`src/rtl/uncache_rdata_buf.sv`:
```
// Uncached-load return buffer: capture stage, byte alignment / extension,
// and a DEPTH-entry FIFO drained by a valid/ready consumer.
module uncache_rdata_buf #(
    parameter int unsigned DATA_W = 64,
    parameter int unsigned DEPTH  = 4,
    localparam int unsigned OFF_W = $clog2(DATA_W / 8),
    localparam int unsigned CNT_W = $clog2(DEPTH + 1)
) (
    input  logic              clk,
    input  logic              rst,
    input  logic              in_valid,
    input  logic              in_uncache,
    output logic              in_ready,
    input  logic [DATA_W-1:0] in_rdata,
    input  logic [OFF_W-1:0]  in_offset,
    input  logic [1:0]        in_size,
    input  logic              in_signed,
    input  logic              flush,
    output logic              out_valid,
    input  logic              out_ready,
    output logic [DATA_W-1:0] out_rdata,
    output logic              drop_err,
    output logic [CNT_W-1:0]  count
);

    localparam int unsigned PTR_W = $clog2(DEPTH);

    logic              s1_valid_q;
    logic [DATA_W-1:0] s1_rdata_q;
    logic [OFF_W-1:0]  s1_offset_q;
    logic [1:0]        s1_size_q;
    logic              s1_signed_q;

    logic [DATA_W-1:0] mem_q [DEPTH];
    logic [PTR_W-1:0]  wr_ptr_q;
    logic [PTR_W-1:0]  rd_ptr_q;
    logic [CNT_W-1:0]  count_q;
    logic              drop_q;

    logic [CNT_W:0]    occ_c;
    logic              acc_c;
    logic              push_c;
    logic              pop_c;
    logic [DATA_W-1:0] shifted_c;
    logic [DATA_W-1:0] aligned_c;

    // Occupancy counts the capture stage too; a same-cycle pop is not credited.
    assign occ_c     = (CNT_W + 1)'(count_q) + (CNT_W + 1)'(s1_valid_q);
    assign in_ready  = occ_c < (CNT_W + 1)'(DEPTH);
    assign acc_c     = in_valid & in_uncache & in_ready;
    assign push_c    = s1_valid_q;
    assign out_valid = (count_q != '0);
    assign pop_c     = out_valid & out_ready;
    assign out_rdata = out_valid ? mem_q[rd_ptr_q] : '0;
    assign drop_err  = drop_q;
    assign count     = count_q;

    // Capture stage: hold one accepted beat for alignment on the next cycle.
    always_ff @(posedge clk or posedge rst) begin
        if (rst) begin
            s1_valid_q  <= 1'b0;
            s1_rdata_q  <= '0;
            s1_offset_q <= '0;
            s1_size_q   <= 2'd0;
            s1_signed_q <= 1'b0;
        end else if (flush) begin
            s1_valid_q  <= 1'b0;
        end else begin
            s1_valid_q  <= acc_c;
            if (acc_c) begin
                s1_rdata_q  <= in_rdata;
                s1_offset_q <= in_offset;
                s1_size_q   <= in_size;
                s1_signed_q <= in_signed;
            end
        end
    end

    // Shift the addressed bytes to lane 0 and extend from the field width.
    always_comb begin
        shifted_c = s1_rdata_q >> {s1_offset_q, 3'b000};
        aligned_c = shifted_c;
        case (s1_size_q)
            2'd0: begin
                if (s1_signed_q) aligned_c = DATA_W'($signed(shifted_c[7:0]));
                else             aligned_c = DATA_W'(shifted_c[7:0]);
            end
            2'd1: begin
                if (s1_signed_q) aligned_c = DATA_W'($signed(shifted_c[15:0]));
                else             aligned_c = DATA_W'(shifted_c[15:0]);
            end
            2'd2: begin
                if (s1_signed_q) aligned_c = DATA_W'($signed(shifted_c[31:0]));
                else             aligned_c = DATA_W'(shifted_c[31:0]);
            end
            default: aligned_c = shifted_c;
        endcase
    end

    // FIFO storage; contents are masked at the output so no reset is needed.
    always_ff @(posedge clk) begin
        if (push_c && !flush) begin
            mem_q[wr_ptr_q] <= aligned_c;
        end
    end

    // FIFO pointers and occupancy; flush wins over push and pop.
    always_ff @(posedge clk or posedge rst) begin
        if (rst) begin
            wr_ptr_q <= '0;
            rd_ptr_q <= '0;
            count_q  <= '0;
        end else if (flush) begin
            wr_ptr_q <= '0;
            rd_ptr_q <= '0;
            count_q  <= '0;
        end else begin
            if (push_c) wr_ptr_q <= wr_ptr_q + PTR_W'(1);
            if (pop_c)  rd_ptr_q <= rd_ptr_q + PTR_W'(1);
            case ({push_c, pop_c})
                2'b10:   count_q <= count_q + CNT_W'(1);
                2'b01:   count_q <= count_q - CNT_W'(1);
                default: count_q <= count_q;
            endcase
        end
    end

    // Sticky flag for uncached beats offered while the buffer was full.
    always_ff @(posedge clk or posedge rst) begin
        if (rst) begin
            drop_q <= 1'b0;
        end else if (flush) begin
            drop_q <= 1'b0;
        end else if (in_valid && in_uncache && !in_ready) begin
            drop_q <= 1'b1;
        end
    end

endmodule

```
`config.mk`:
```
export PLATFORM = sky130hd
export DESIGN_NAME = uncache_rdata_buf
export DESIGN_NICKNAME = d
export VERILOG_FILES = /design/src/rtl/uncache_rdata_buf.sv
export SDC_FILE = /design/constraint.sdc
export NUM_CORES = 1
export LEC_CHECK = 0
export BUFFER_PORTS_ARGS = -buffer_cell sky130_fd_sc_hd__buf_2
export CORE_MARGIN = 2
export CORE_UTILIZATION = 37
export DETAILED_ROUTE_END_ITERATION = 7
export MAX_ROUTING_LAYER = met4
export PLACE_DENSITY = 0.63
export SYNTH_ARGS = -nofsm -noshare
export SYNTH_HDL_FRONTEND = slang
export SYNTH_SLANG_ARGS = --single-unit
```
`constraint.sdc`:
```
create_clock -name clk -period 3.2 [get_ports clk]
set_input_delay 0.48 -clock clk [delete_from_list [all_inputs] [get_ports clk]]
set_output_delay 0.48 -clock clk [all_outputs]
set_load 0.02 [all_outputs]
```
Word-level counts from Yosys, hierarchy flattened
Memory sizes are Yosys's and may differ from the RTL's.
Index checks and enable logic that the tools add are counted.
{"block": "totals", "wordCells": 53, "memories": 1, "register_bits": 79, "output_inout_bits": 70, "ram_bits": 256, "inputBits": 76}
{"block": "op_classes", "n_lt_le_gt_ge": 1, "n_reduce_logical": 12, "n_addsub": 5, "eq_ne": 4, "n_shift": 1, "muxes": 16, "bitwise_logic": 4}
{"memory": "mem_q", "depth": 4, "width": 64, "read_ports": 1, "rd_clocked_by_memory_dff": 0, "wr": 1, "line": "34", "text": "logic [DATA_W-1:0] mem_q [DEPTH];"}
{"operator": "2-to-1 mux 64 bit", "n": 4}
{"operator": "case mux 64 bit (3 select lines)", "n": 1}
{"operator": ">> shifter 64 x 6 -> 64 bit", "n": 1}
{"operator": "2-to-1 mux 2 bit", "n": 4}
{"operator": "case mux 3 bit (2 select lines)", "n": 1}
{"operator": "nonzero test 2 bit", "n": 3}
{"operator": "nonzero test 3 bit", "n": 2}
{"operator": "2-to-1 mux 1 bit", "n": 5}
{"operator": "adder 2 x 1 -> 2 bit, second input constant", "n": 2}
{"operator": "adder 3 x 1 -> 4 bit", "n": 1}
{"operator": "== test 2 x 1 -> 1 bit, second input constant", "n": 2}
{"operator": "== test 2 bit, second input constant", "n": 2}
{"operator": "< comparator 4 x 3 -> 1 bit, second input constant", "n": 1}
{"operator": "adder 3 x 1 -> 3 bit, second input constant", "n": 1}
{"operator": "AND 1 bit", "n": 3}
{"operator": "logical AND 1 bit", "n": 3}
{"operator": "2-to-1 mux 3 bit", "n": 1}
{"operator": "subtractor 3 x 1 -> 3 bit, second input constant", "n": 1}
{"operator": "logical NOT 1 bit", "n": 2}
{"operator": "logical NOT 2 bit", "n": 1}
{"operator": "AND reduction 2 bit", "n": 1}
{"operator": "NOT 1 bit", "n": 1}

Longest topological paths before layout
{"block": "logic_depth", "ltp_word": 6, "depth_mapped": 8, "depth_no_buf": 6}

Least setup slack after synthesis
OpenSTA, ideal clock, no wires.
{"block": "synth_timing", "path_type": "in2reg", "startpoint": "input flush", "endpoint": "memory mem_q[0][0], enable pin", "setup_time_ns": 0.429, "slack_ns": 0.354, "required_time_ns": 2.771, "cell_stages": 3, "arrival_ns": 2.417, "n_path_buf": 1, "cell_sequence": "clkbuf_1 -> nor2b_1 -> and2_1"}
{"block": "synth_via", "elab_chain_len": 4}
{"item": "start, declared", "line": "18", "text": "input logic flush,"}
{"item": "logical NOT 1 bit", "line": "102", "text": "if (push_c && !flush) begin"}
{"item": "logical AND 1 bit", "line": "102"}
{"item": "2-to-1 mux 1 bit", "line": "102"}
{"item": "2-to-1 mux 1 bit (not written as such)", "line": "103", "text": "mem_q[wr_ptr_q] <= aligned_c;"}
{"item": "end, declared", "line": "34"}
Every way passes these cells.

Final worst setup path
{"block": "layout_timing", "startpoint": "register rd_ptr_q[0]", "endpoint": "output out_rdata[4]"}
{"block": "layout_via", "elab_chain_len": 2}
{"item": "start, declared", "line": "36", "text": "logic [PTR_W-1:0] rd_ptr_q;"}
{"item": "start signal, assigned", "line": "119", "text": "if (pop_c) rd_ptr_q <= rd_ptr_q + PTR_W'(1);"}
{"item": "memory read (4 x 64 bit)"}
{"item": "2-to-1 mux 64 bit", "line": "54", "text": "assign out_rdata = out_valid ? mem_q[rd_ptr_q] : '0;"}
{"item": "end, declared", "line": "21", "text": "output logic [DATA_W-1:0] out_rdata,"}
Every way passes these cells.

==> run summary <==
YOSYS
--------------------------------------------------------------------------------
Most used flip-flop cell after synthesis                            sky130_fd_sc_hd__edfxtp_1
Post-synthesis compound-gate area fraction                                0.0217
Yosys warning total                                                            0
Per-instance average area after synthesis                             17.3 sq um
Count of distinct cell types in the synthesized netlist                       47
Post-synthesis mux area share                                              0.226
Synthesized netlist net count                                                950
Total standard cell area after synthesis                             15000 sq um
Flops & latches, synth                                                       335
Async set-reset flop share out of synthesis                                0.236
Post-synthesis adder-cell area fraction                                  0.00466
Cells after synthesis                                                        869
Share of synthesized cell area in and, or, nand and nor gates             0.0744
Sequential-to-total area share from yosys stat                             0.643
Synth Area in XOR/XNOR                                                   0.00233
Number of enable-type register cells in the synthesized netlist              256
Combinational family with the most area after synthesis             multiplexers

CELLS AND AREA
--------------------------------------------------------------------------------
Final design area excluding fillers                                  17500 sq um
Fraction of final layout cells with drive strength greater than 1          0.400
Antenna cell count                                                             0
Combined area of the multi-input logic cells                          4960 sq um
FILL cells                                                                  3554
Area growth from synthesis to layout                                       16.5%
Leading cell type in the layout, fill and taps excluded             sky130_fd_sc_hd__edfxtp_1
Final layout net count                                                      1090
Register area                                                         9670 sq um
Final design utilization                                                   0.439
Most frequent cells in the layout                                   sky130_fd_sc_hd__edfxtp_1 (256), sky130_fd_sc_hd__buf_2 (145), sky130_fd_sc_hd__mux4_2 (99)

CLOCK TREE
--------------------------------------------------------------------------------
Gates resized, CTS repair                                                      0
Post-CTS setup-driven buffer insertion count                                   0
Clock transition at path regs                                              70 ps
Clk_lat worst skew                                                        520 ps
Number of clock buffers inserted by TritonCTS                                 36
Max Buffers Root-to-Sink                                                       3
Clock tree from TritonCTS                                                   done
Root cell of the clock tree                                         sky130_fd_sc_hd__clkbuf_16
Number of levels the H-tree was split into                                     2
# clock sinks                                                                335
Cts-stage hold buffer count                                                    0

GLOBAL ROUTING
--------------------------------------------------------------------------------
Antenna violations before repair                                               0
Pin count of the biggest net entering global routing                          73
Number of global-route vias before repair                                   8396
Grt ovf                                                                        0
Global-route wire length before repair                                   54.7 mm
GRT Overall Usage                                                          0.182

STA
--------------------------------------------------------------------------------
Post-layout minimum cycle time                                           2890 ps
Worst slew pin tran                                                      1320 ps
Final sum of negative setup slack                                           0 ps
Final critical-path share of the clock period                              0.904
Unrepaired setup endpoints after global routing                            false
Skew final                                                               17.9 ps
Remaining max-slew budget at the tightest pin                              0.118
Count of pins over their slew limit                                            0
Total count of hold-check failures in the final report                         0
Number of failing setup endpoints in the final timing report                   0
PnR worst setup slack                                                     307 ps
Maximum operating frequency                                            0.346 GHz

SETUP PATH
--------------------------------------------------------------------------------
Crit-path cells                                                     buf_4, mux4_2, and2_1, buf_2
Origin of the worst setup path                                      rd_ptr_q[0]$_DFFE_PP0P_
Maximum net fanout on the critical path                                       25
WP data required                                                         2720 ps
Number of cell instances on the worst register-to-register path                4
Startpoint of the worst register-to-register path                   s1_offset_q[1]$_DFFE_PP0P_
CP Capture Point                                                    out_rdata[4]
Startpoint class of the critical path                                       flop
Critical-path top delay cell                                        sky130_fd_sc_hd__mux4_2
Arrival @ worst endpoint                                                 2410 ps
Largest stage delay on the critical path                                  640 ps
Setup Crit Path Kind                                                flop to primary output
R2r endpoint                                                        mem_q[0][55]$_DFFE_PP_
R2r setup slk                                                             430 ps
Type of element capturing the critical path                         primary output

ROUTE
--------------------------------------------------------------------------------
Final antenna-violating net count                                              0
Average vias per placed instance                                            5.38
Final WL                                                                 36.5 mm
Vias after detailed routing                                                 8387
Average detailed-routed wire length per instance                         23.4 um
Number of DRC violations after detailed routing                                0
Number of iterations in the first detailed-routing pass                        5
DR iter-0 viols                                                              646

FLOORPLANNING
--------------------------------------------------------------------------------
Std-Cell Core Area                                                   39900 sq um
Number of cell rows                                                           73
Die area                                                             42200 sq um
Overall die height                                                        206 um
Initial core utilization                                                   0.376
Die width                                                                 206 um
I/O Pins                                                                     146

PLACED DESIGN
--------------------------------------------------------------------------------
Post-placement setup slack                                                495 ps
Placer congestion estimate                                                 0.808
Placement-stage cell area                                            16400 sq um
HPWL reported at the end of detailed placement                           24.2 mm
Port-buffer cells                                                            145

POWER AND IR DROP
--------------------------------------------------------------------------------
Final Total Pwr                                                         17100 uW
Ratio of total power to cell area                                    975 nW/um^2
Worst supply voltage drop on vdd                                        0.391 mV
Leak pwr                                                              0.00634 uW

WORST HOLD PATH
--------------------------------------------------------------------------------
Hold Path Class                                                     primary input to async pin

JOB
--------------------------------------------------------------------------------
# Max-Cap Violations                                                           0

OUTCOME
--------------------------------------------------------------------------------
Result of the run                                                   finished clean

[state kept, by name (all words and copies together) (netlist names)]
signal       flops
wr_ptr_q         2
s1_offset_q      3
s1_size_q        2
count            3
s1_rdata_q      64
push_c           1
drop_err         1
rd_ptr_q         2
mem_q          256
s1_signed_q      1
[worst min path at each step]
stage,start,endpoint,slack [ps],cells after the start
finish,rst,s1_rdata_q[6]$_DFFE_PP0P_,100,2
CTS,rst,s1_rdata_q[50]$_DFFE_PP0P_,120,2
global placement,s1_rdata_q[6]$_DFFE_PP0P_,s1_rdata_q[6]$_DFFE_PP0P_,480,1
floorplan,s1_rdata_q[3]$_DFFE_PP0P_,s1_rdata_q[3]$_DFFE_PP0P_,450,1
global route,rst,s1_rdata_q[0]$_DFFE_PP0P_,140,2
detailed placement,s1_rdata_q[4]$_DFFE_PP0P_,s1_rdata_q[4]$_DFFE_PP0P_,490,1
[cell families (layout without fill, tap and decap cells)]
logic type	Yosys count	after routing
muxes	205	205
adders and majority gates	5	5
buffers and inverters	74	240
xor gates and xnor gates	4	4
AOI/OAI and AO/OA	45	45
DFF	335	335
and+or+nand+nor	201	201
[metrics by stage]
stage	hold WS [ps]	instances
after floorplan	453	869
after global routing	137	1560
after global placement	476	1496
final	98.1	1560
after CTS	118	1560
after detailed placement	488	1496
[final cells by class]
class | count | area share
sequential | 335 | 0.553
multi-input combinational | 460 | 0.283
timing repair buffer | 171 | 0.0598
clock buffer | 54 | 0.0583
tap | 525 | 0.0375
clock inverter | 10 | 0.00729
inverter | 5 | 0.00114
[cell usage after synthesis (2+ instances only)]
library cell | number | area, sq um
sky130_fd_sc_hd__a21oi_1 | 3 | 15.0
sky130_fd_sc_hd__a22oi_1 | 14 | 105
sky130_fd_sc_hd__and2_1 | 70 | 438
sky130_fd_sc_hd__and3b_1 | 2 | 17.5
sky130_fd_sc_hd__buf_2 | 27 | 135
sky130_fd_sc_hd__buf_4 | 11 | 82.6
sky130_fd_sc_hd__buf_6 | 8 | 90.1
sky130_fd_sc_hd__clkbuf_1 | 21 | 78.8
sky130_fd_sc_hd__dfrtp_1 | 79 | 1980
sky130_fd_sc_hd__edfxtp_1 | 256 | 7690
sky130_fd_sc_hd__ha_1 | 4 | 50.1
sky130_fd_sc_hd__inv_1 | 5 | 18.8
sky130_fd_sc_hd__mux2_1 | 5 | 56.3
sky130_fd_sc_hd__mux2_2 | 80 | 901
sky130_fd_sc_hd__mux2i_1 | 21 | 210
sky130_fd_sc_hd__mux4_2 | 99 | 2230
sky130_fd_sc_hd__nand2_1 | 44 | 165
sky130_fd_sc_hd__nand2b_1 | 4 | 25.0
sky130_fd_sc_hd__nand3_1 | 21 | 105
sky130_fd_sc_hd__nand4_1 | 33 | 206
sky130_fd_sc_hd__nor2_1 | 11 | 41.3
sky130_fd_sc_hd__nor2b_1 | 6 | 37.5
sky130_fd_sc_hd__nor3_1 | 2 | 10.0
sky130_fd_sc_hd__nor3b_1 | 2 | 15.0
sky130_fd_sc_hd__o211ai_1 | 2 | 15.0
sky130_fd_sc_hd__o21ai_0 | 10 | 50.1
sky130_fd_sc_hd__o2bb2ai_1 | 7 | 61.3
sky130_fd_sc_hd__xor2_1 | 3 | 26.3
[power breakdown]
group	internal, uW	leakage [uW]	total (uW)	switching (uW)
clock	2440	0.000552	4080	1640
sequential	6090	0.00327	6760	678
combinational	2610	0.00252	6210	3600
[worst max-delay path, delay by kind of cell, from the launching register on]
| family | cells | cell delay [ps] |
|---|---|---|
| AND/OR/NAND/NOR | 1 | 190 |
| multiplexers | 1 | 640 |
| flip-flops | 1 | 420 |
| buffers and inverters | 2 | 630 |
[routing by layer]
metal,vias up,track usage,share of wire
met5,-,-,0
met4,0,0.0427,0.016
met3,40,0.0295,0.060
met2,294,0.276,0.47
met1,4339,0.258,0.45
li1,3714,-,-
Note: power is estimated with default switching activity, not from simulation.
